**src/rtl/ppu_pkg.sv**
```systemverilog
// Shared types and constants for the PPU VRAM arbiter slice.
package ppu_pkg;

  typedef enum logic [1:0] {SRC_NONE, SRC_BG, SRC_SPR, SRC_CPU} arb_src_t;

  localparam int unsigned PPU_ADDR_W = 14;
  localparam logic [PPU_ADDR_W-1:0] CHR_TOP = 14'h2000;

endpackage

```
**src/rtl/ppu_arb_pick.sv**
```systemverilog
// Combinational priority picker for the three VRAM requesters.
// Rendering favours BG > SPR > CPU; vblank/idle favours CPU > BG > SPR.
module ppu_arb_pick
  import ppu_pkg::*;
(
  input  logic     bg_req,
  input  logic     spr_req,
  input  logic     cpu_req,
  input  logic     rendering,
  input  logic     starve,
  output arb_src_t winner
);

  always_comb begin
    winner = SRC_NONE;
    // A starving CPU jumps the render queue even while rendering.
    if (cpu_req && (!rendering || starve)) begin
      winner = SRC_CPU;
    end else if (bg_req) begin
      winner = SRC_BG;
    end else if (spr_req) begin
      winner = SRC_SPR;
    end else if (cpu_req) begin
      winner = SRC_CPU;
    end
  end

endmodule

```
**src/rtl/ppu_vram_arbiter.sv**
```systemverilog
// Shares the single PPU VRAM/CHR port among BG fetch, sprite fetch and CPU $2007 access.
// Optional CPU starvation guard enabled by defining PPU_ARB_STARVE_GUARD_EN.
module ppu_vram_arbiter
  import ppu_pkg::*;
#(
  parameter int unsigned ADDR_W       = PPU_ADDR_W,
  parameter bit          CHR_WRITABLE = 1'b0,
  parameter int unsigned STARVE_LIMIT = 8
) (
  input  logic              PPU_SLOW_CLOCK,
  input  logic              RST_N,
  input  logic              RENDERING,
  input  logic              BG_REQ,
  input  logic [ADDR_W-1:0] BG_ADDR,
  output logic              BG_GNT,
  output logic              BG_RVALID,
  input  logic              SPR_REQ,
  input  logic [ADDR_W-1:0] SPR_ADDR,
  output logic              SPR_GNT,
  output logic              SPR_RVALID,
  input  logic              CPU_REQ,
  input  logic              CPU_WE,
  input  logic [ADDR_W-1:0] CPU_ADDR,
  input  logic [7:0]        CPU_WDATA,
  output logic              CPU_GNT,
  output logic              CPU_RVALID,
  output logic              CPU_BUSY,
  output logic [7:0]        RDATA,
  output logic              MEM_EN,
  output logic              MEM_WE,
  output logic [ADDR_W-1:0] MEM_ADDR,
  output logic [7:0]        MEM_WDATA,
  input  logic [7:0]        MEM_RDATA
);

`ifdef PPU_ARB_STARVE_GUARD_EN
  localparam bit GuardEn = 1'b1;
`else
  localparam bit GuardEn = 1'b0;
`endif

  arb_src_t          winner_raw;
  arb_src_t          winner;
  arb_src_t          tag_q;
  logic [3:0]        starve_cnt_q;
  logic              starve;
  logic [ADDR_W-1:0] addr_q;
  logic [ADDR_W-1:0] addr_mux;
  logic [7:0]        wdata_q;
  logic [7:0]        rdata_q;
  logic              cpu_wr;
  logic              chr_drop;
  logic              issue;

  assign starve = GuardEn && ({28'd0, starve_cnt_q} >= STARVE_LIMIT);

  ppu_arb_pick u_pick (
    .bg_req    (BG_REQ),
    .spr_req   (SPR_REQ),
    .cpu_req   (CPU_REQ),
    .rendering (RENDERING),
    .starve    (starve),
    .winner    (winner_raw)
  );

  // Nothing is granted while reset is held.
  assign winner = RST_N ? winner_raw : SRC_NONE;

  assign BG_GNT   = (winner == SRC_BG);
  assign SPR_GNT  = (winner == SRC_SPR);
  assign CPU_GNT  = (winner == SRC_CPU);
  assign CPU_BUSY = CPU_REQ & ~CPU_GNT;

  assign cpu_wr   = CPU_GNT && CPU_WE;
  // Writes into CHR ROM are acknowledged but never reach memory.
  assign chr_drop = cpu_wr && !CHR_WRITABLE && (CPU_ADDR < ADDR_W'(CHR_TOP));
  assign issue    = (winner != SRC_NONE) && !chr_drop;

  always_comb begin
    addr_mux = addr_q;
    unique case (winner)
      SRC_BG:  addr_mux = BG_ADDR;
      SRC_SPR: addr_mux = SPR_ADDR;
      SRC_CPU: addr_mux = CPU_ADDR;
      default: addr_mux = addr_q;
    endcase
  end

  assign MEM_EN    = issue;
  assign MEM_WE    = cpu_wr && !chr_drop;
  assign MEM_ADDR  = issue ? addr_mux : addr_q;
  assign MEM_WDATA = MEM_WE ? CPU_WDATA : wdata_q;

  always_ff @(posedge PPU_SLOW_CLOCK or negedge RST_N) begin
    if (!RST_N) begin
      addr_q       <= '0;
      wdata_q      <= '0;
      tag_q        <= SRC_NONE;
      rdata_q      <= '0;
      starve_cnt_q <= '0;
    end else begin
      if (issue) begin
        addr_q <= addr_mux;
      end
      if (MEM_WE) begin
        wdata_q <= CPU_WDATA;
      end
      tag_q <= (issue && !MEM_WE) ? winner : SRC_NONE;
      if (tag_q != SRC_NONE) begin
        rdata_q <= MEM_RDATA;
      end
      if (!CPU_REQ || CPU_GNT) begin
        starve_cnt_q <= '0;
      end else if (GuardEn && CPU_BUSY && (starve_cnt_q != 4'hF)) begin
        starve_cnt_q <= starve_cnt_q + 4'd1;
      end
    end
  end

  // The memory's output register is the data register on the return cycle; rdata_q holds it after.
  assign RDATA      = (tag_q != SRC_NONE) ? MEM_RDATA : rdata_q;
  assign BG_RVALID  = (tag_q == SRC_BG);
  assign SPR_RVALID = (tag_q == SRC_SPR);
  assign CPU_RVALID = (tag_q == SRC_CPU);

endmodule

```
**config.mk**
```make
export PLATFORM = sky130hd
export DESIGN_NAME = ppu_vram_arbiter
export DESIGN_NICKNAME = d
export VERILOG_FILES = /design/src/rtl/ppu_pkg.sv /design/src/rtl/ppu_arb_pick.sv /design/src/rtl/ppu_vram_arbiter.sv
export SDC_FILE = /design/constraint.sdc
export NUM_CORES = 1
export LEC_CHECK = 0
export BUFFER_PORTS_ARGS = -buffer_cell sky130_fd_sc_hd__buf_2
export CORE_MARGIN = 2
export CORE_UTILIZATION = 44
export CTS_BUF_LIST = sky130_fd_sc_hd__clkbuf_4
export CTS_CLUSTER_DIAMETER = 200
export DETAILED_ROUTE_END_ITERATION = 12
export HOLD_SLACK_MARGIN = 0.08
export PLACE_DENSITY_LB_ADDON = 0.3
export SYNTH_ARGS = -nofsm -noshare
export SYNTH_HDL_FRONTEND = slang
export SYNTH_SLANG_ARGS = --single-unit
```
**constraint.sdc**
```tcl
create_clock -name PPU_SLOW_CLOCK -period 2 [get_ports PPU_SLOW_CLOCK]
set_clock_uncertainty 0.15 [all_clocks]
set_input_delay 0.2 -clock PPU_SLOW_CLOCK [delete_from_list [all_inputs] [get_ports PPU_SLOW_CLOCK]]
set_output_delay 0.2 -clock PPU_SLOW_CLOCK [all_outputs]
set_load 0.03 [all_outputs]
```
==> flow_summary.json <==
{
  "outcome": "finished clean",
  "clock_tree_from_tritoncts": "built",
  "power_leakage_nw": 1.40,
  "timing_max_transition_violations_final": 0,
  "critical_path.startpoint": "BG_REQ",
  "worst_ep_required_time_ps": 1650,
  "critical_path.slowest_cell": "sky130_fd_sc_hd__mux2_2",
  "reg2reg_setup_slack_ps": 590,
  "slew_headroom": 0.504,
  "final_layout_size_suffix_gt1_frac": 0.505,
  "setup_viol": 0,
  "drtAntennaViolNets": 0,
  "r2r-start": "addr_q[4]",
  "synth.top_cell.area_share": 0.491,
  "final_core_util": 0.763,
  "hold_path_class": "input pin to flip-flop",
  "die-width_um": 64.9,
  "grt_remaining_overflow": 0,
  "place.gp.congestion": 0.779,
  "number_of_antenna_violations_at_the_first_check_in_global_routing": 0,
  "endpoint_kind": "output pin",
  "synth_fp_nets": 211,
  "die_footprint_um2": 4210,
  "global_route.usage.total": 0.238,
  "io_pins": 104,
  "path_cells": "buf_2 > and2b_2 > a21oi_4 > mux2_2 > o221a_2 > buf_2",
  "worstPathArrival_ps": 1590,
  "drt-initial-drc-count": 49,
  "yosys_warnings": 0,
  "drt_pass1_iterations": 4,
  "postSynthRegisterBits": 32,
  "area_of_the_multi_input_gates_um2": 766,
  "dieHeight_um": 64.9,
  "synth_cell_types": 23,
  "via_count": 1667,
  "start_util": 0.452,
  "placedCellCount": 301,
  "cts.clk_slew.worst_paths_ps": 110,
  "worst_slew_pin_slew_ps": 742,
  "worst_slack_ps": 59.3,
  "synth_sequential_area_ratio": 0.491,
  "setup.worst_path.start_class": "input pin",
  "grt_first_pass_wirelength_mm": 7.52,
  "clock_tree.htree_level_count": 2,
  "clock_tree_buffer_depth": 2,
  "synth_area_um2": 1630,
  "syn2layout_area_growth_pct": 68.8,
  "critPathCapture": "MEM_ADDR[0]",
  "nNetsFinal": 361,
  "cp_common_cell": "sky130_fd_sc_hd__buf_2",
  "placement.setup.worst_slack_ps": 16.2,
  "critical_path_peak_fanout": 4,
  "worst_r2r_path_depth": 3,
  "first_global_vias": 1663,
  "wire_length_per_cell_um": 13.8,
  "synthesized_instance_count": 146,
  "critical_path.reg2reg.endpoint": "addr_q[4]",
  "final_period_utilization": 0.970,
  "port_buffers": 103,
  "timing.fmax_ghz": 0.515,
  "worst_skew_pair.late_latency_ps": 330,
  "cts.repair_timing.setup_buffer_count": 0,
  "drt_drc_violations_left": 0,
  "nFillCells": 260,
  "holdWs_ps": 80.2,
  "instances_no_fill": 345,
  "place_hpwl_mm": 2.99,
  "grt_setup_unrepaired": "yes",
  "worstSetupPathType": "input pin to output pin",
  "tritoncts.num_buffers": 5,
  "synth_largest_area_cell": "sky130_fd_sc_hd__dfrtp_1",
  "rows": 22,
  "peakVddDrop_uv": 410,
  "max_stage_delay_ps": 370,
  "clockRootBuffer": "sky130_fd_sc_hd__clkbuf_4",
  "timing.final.crit_period_ps": 1940,
  "insertedDiodeCount": 0,
  "drv_cap": 0,
  "final-hold-violation-count": 0,
  "cts_num_sinks": 32,
  "grt_max_degree": 19,
  "synthesis.area_per_instance_um2": 11.2,
  "route.final.wire_length_mm": 4.78,
  "regArea_um2": 801,
  "drt-vias-per-instance": 4.83,
  "cellPowerDensity_nw_per_um2": 780,
  "ys_top_cells_by_area": "sky130_fd_sc_hd__dfrtp_1 (49%), sky130_fd_sc_hd__mux2_2 (13%), sky130_fd_sc_hd__mux2i_1 (6.8%), sky130_fd_sc_hd__o221ai_1 (5.9%), sky130_fd_sc_hd__and2_1 (4.2%)",
  "coreArea_um2": 3610
}
repair_timing:
item                                   in CTS  in global routing
resized for setup                           0                 24
setup endpoints to repair                   0                 30
hold buffers                               35                  1
endpoints found under the hold margin      62                  1
critical path, delay by kind of cell:
kind | cells | cell delay [ps]
AND/OR/NAND/NOR | 1 | 250
buffers and inverters | 2 | 280
AO/OA/AOI/OAI | 2 | 490
multiplexers | 1 | 370
layout by cell type (no fill, tap or decap):
cell type,count
sky130_fd_sc_hd__buf_2,95
sky130_fd_sc_hd__dlygate4sd3_1,36
sky130_fd_sc_hd__dfrtp_1,32
sky130_fd_sc_hd__mux2_2,19
sky130_fd_sc_hd__buf_4,16
sky130_fd_sc_hd__nand2_1,14
sky130_fd_sc_hd__inv_1,13
sky130_fd_sc_hd__and2_1,11
sky130_fd_sc_hd__o221ai_1,11
sky130_fd_sc_hd__mux2i_1,10
sky130_fd_sc_hd__nand2b_1,8
sky130_fd_sc_hd__clkbuf_4,5
sky130_fd_sc_hd__a21boi_1,3
sky130_fd_sc_hd__o221a_2,3
sky130_fd_sc_hd__nor2b_1,3
sky130_fd_sc_hd__o21ai_2,2
sky130_fd_sc_hd__nor2_1,2
sky130_fd_sc_hd__a21oi_1,2
sky130_fd_sc_hd__buf_12,2
sky130_fd_sc_hd__and2b_2,1
sky130_fd_sc_hd__and3_2,1
sky130_fd_sc_hd__a21oi_4,1
sky130_fd_sc_hd__nor3_4,1
sky130_fd_sc_hd__o21ai_0,1
sky130_fd_sc_hd__mux2i_2,1
sky130_fd_sc_hd__a31oi_1,1
sky130_fd_sc_hd__clkinvlp_4,1
sky130_fd_sc_hd__bufinv_16,1
sky130_fd_sc_hd__clkinv_2,1
per-stage QoR:
stage                     setup TNS [ps]  cell area [µm²]  total power (W)
after floorplan                        0             1630          0.00131
after global placement                 0             2260          0.00154
after detailed placement               0             2260          0.00156
after CTS                              0             2690          0.00212
after global routing                -105             2750          0.00226
final                                  0             2750          0.00215
flip-flops by register name, indices dropped and copies added, names as in the netlist:
signal,count
wdata_q,8
addr_q,14
tag_q,2
rdata_q,8
cells in the mapped netlist:
master,n
sky130_fd_sc_hd__nand2b_1,8
sky130_fd_sc_hd__and2b_2,1
sky130_fd_sc_hd__clkbuf_1,5
sky130_fd_sc_hd__nor2_1,2
sky130_fd_sc_hd__mux2i_1,11
sky130_fd_sc_hd__nor2b_1,3
sky130_fd_sc_hd__a21boi_1,2
sky130_fd_sc_hd__a31oi_1,1
sky130_fd_sc_hd__a21boi_0,1
sky130_fd_sc_hd__inv_1,13
sky130_fd_sc_hd__a21oi_1,2
sky130_fd_sc_hd__o221a_2,3
sky130_fd_sc_hd__buf_6,1
sky130_fd_sc_hd__o221ai_1,11
sky130_fd_sc_hd__o21ai_2,1
sky130_fd_sc_hd__and3_2,1
sky130_fd_sc_hd__mux2_2,19
sky130_fd_sc_hd__a21oi_2,1
sky130_fd_sc_hd__nor3_4,1
sky130_fd_sc_hd__o21ai_0,2
sky130_fd_sc_hd__dfrtp_1,32
sky130_fd_sc_hd__nand2_1,14
sky130_fd_sc_hd__and2_1,11
metal layers:
| metal | vias to the layer above | track usage | share of wire |
|---|---|---|---|
| li1 | 807 | - | - |
| met1 | 783 | 0.255 | 0.40 |
| met2 | 72 | 0.452 | 0.53 |
| met3 | 5 | 0.0677 | 0.064 |
| met4 | 0 | 0.0612 | 0.0082 |
| met5 | - | 0 | 0 |
logic make-up after synthesis:
kind of cell	Yosys count	share of synthesized area
DFF	32	0.491
and+or+nand+nor	41	0.141
muxes	30	0.199
AOI/OAI and AO/OA	24	0.120
buffers and inverters	19	0.0484
layout make-up:
type | instances | share of cell area
sequential | 32 | 0.291
clock inverter | 3 | 0.0155
timing repair buffer | 149 | 0.362
multi-input combinational | 95 | 0.278
inverter | 13 | 0.0177
clock buffer | 5 | 0.0136
tap | 48 | 0.0218
worst min-delay path by stage:
stage                      startpoint    endpoint  slack (ps)  cells after the start
after floorplan                 RST_N   addr_q[0]        -250                      0
after global placement          RST_N  rdata_q[5]          40                      2
after detailed placement        RST_N  rdata_q[5]          30                      2
after CTS                  BG_ADDR[2]   addr_q[2]          80                      3
after global routing      SPR_ADDR[0]   addr_q[0]          90                      3
final                     BG_ADDR[13]  addr_q[13]          80                      3
power breakdown:
group	internal [W]	total, W	switching (W)
logic	0.000358	0.000855	0.000497
clock network	0.000261	0.000496	0.000235
registers	0.000762	0.000794	0.0000321
total	0.00138	0.00215	0.000764
Power figures use the tool's default switching activity.
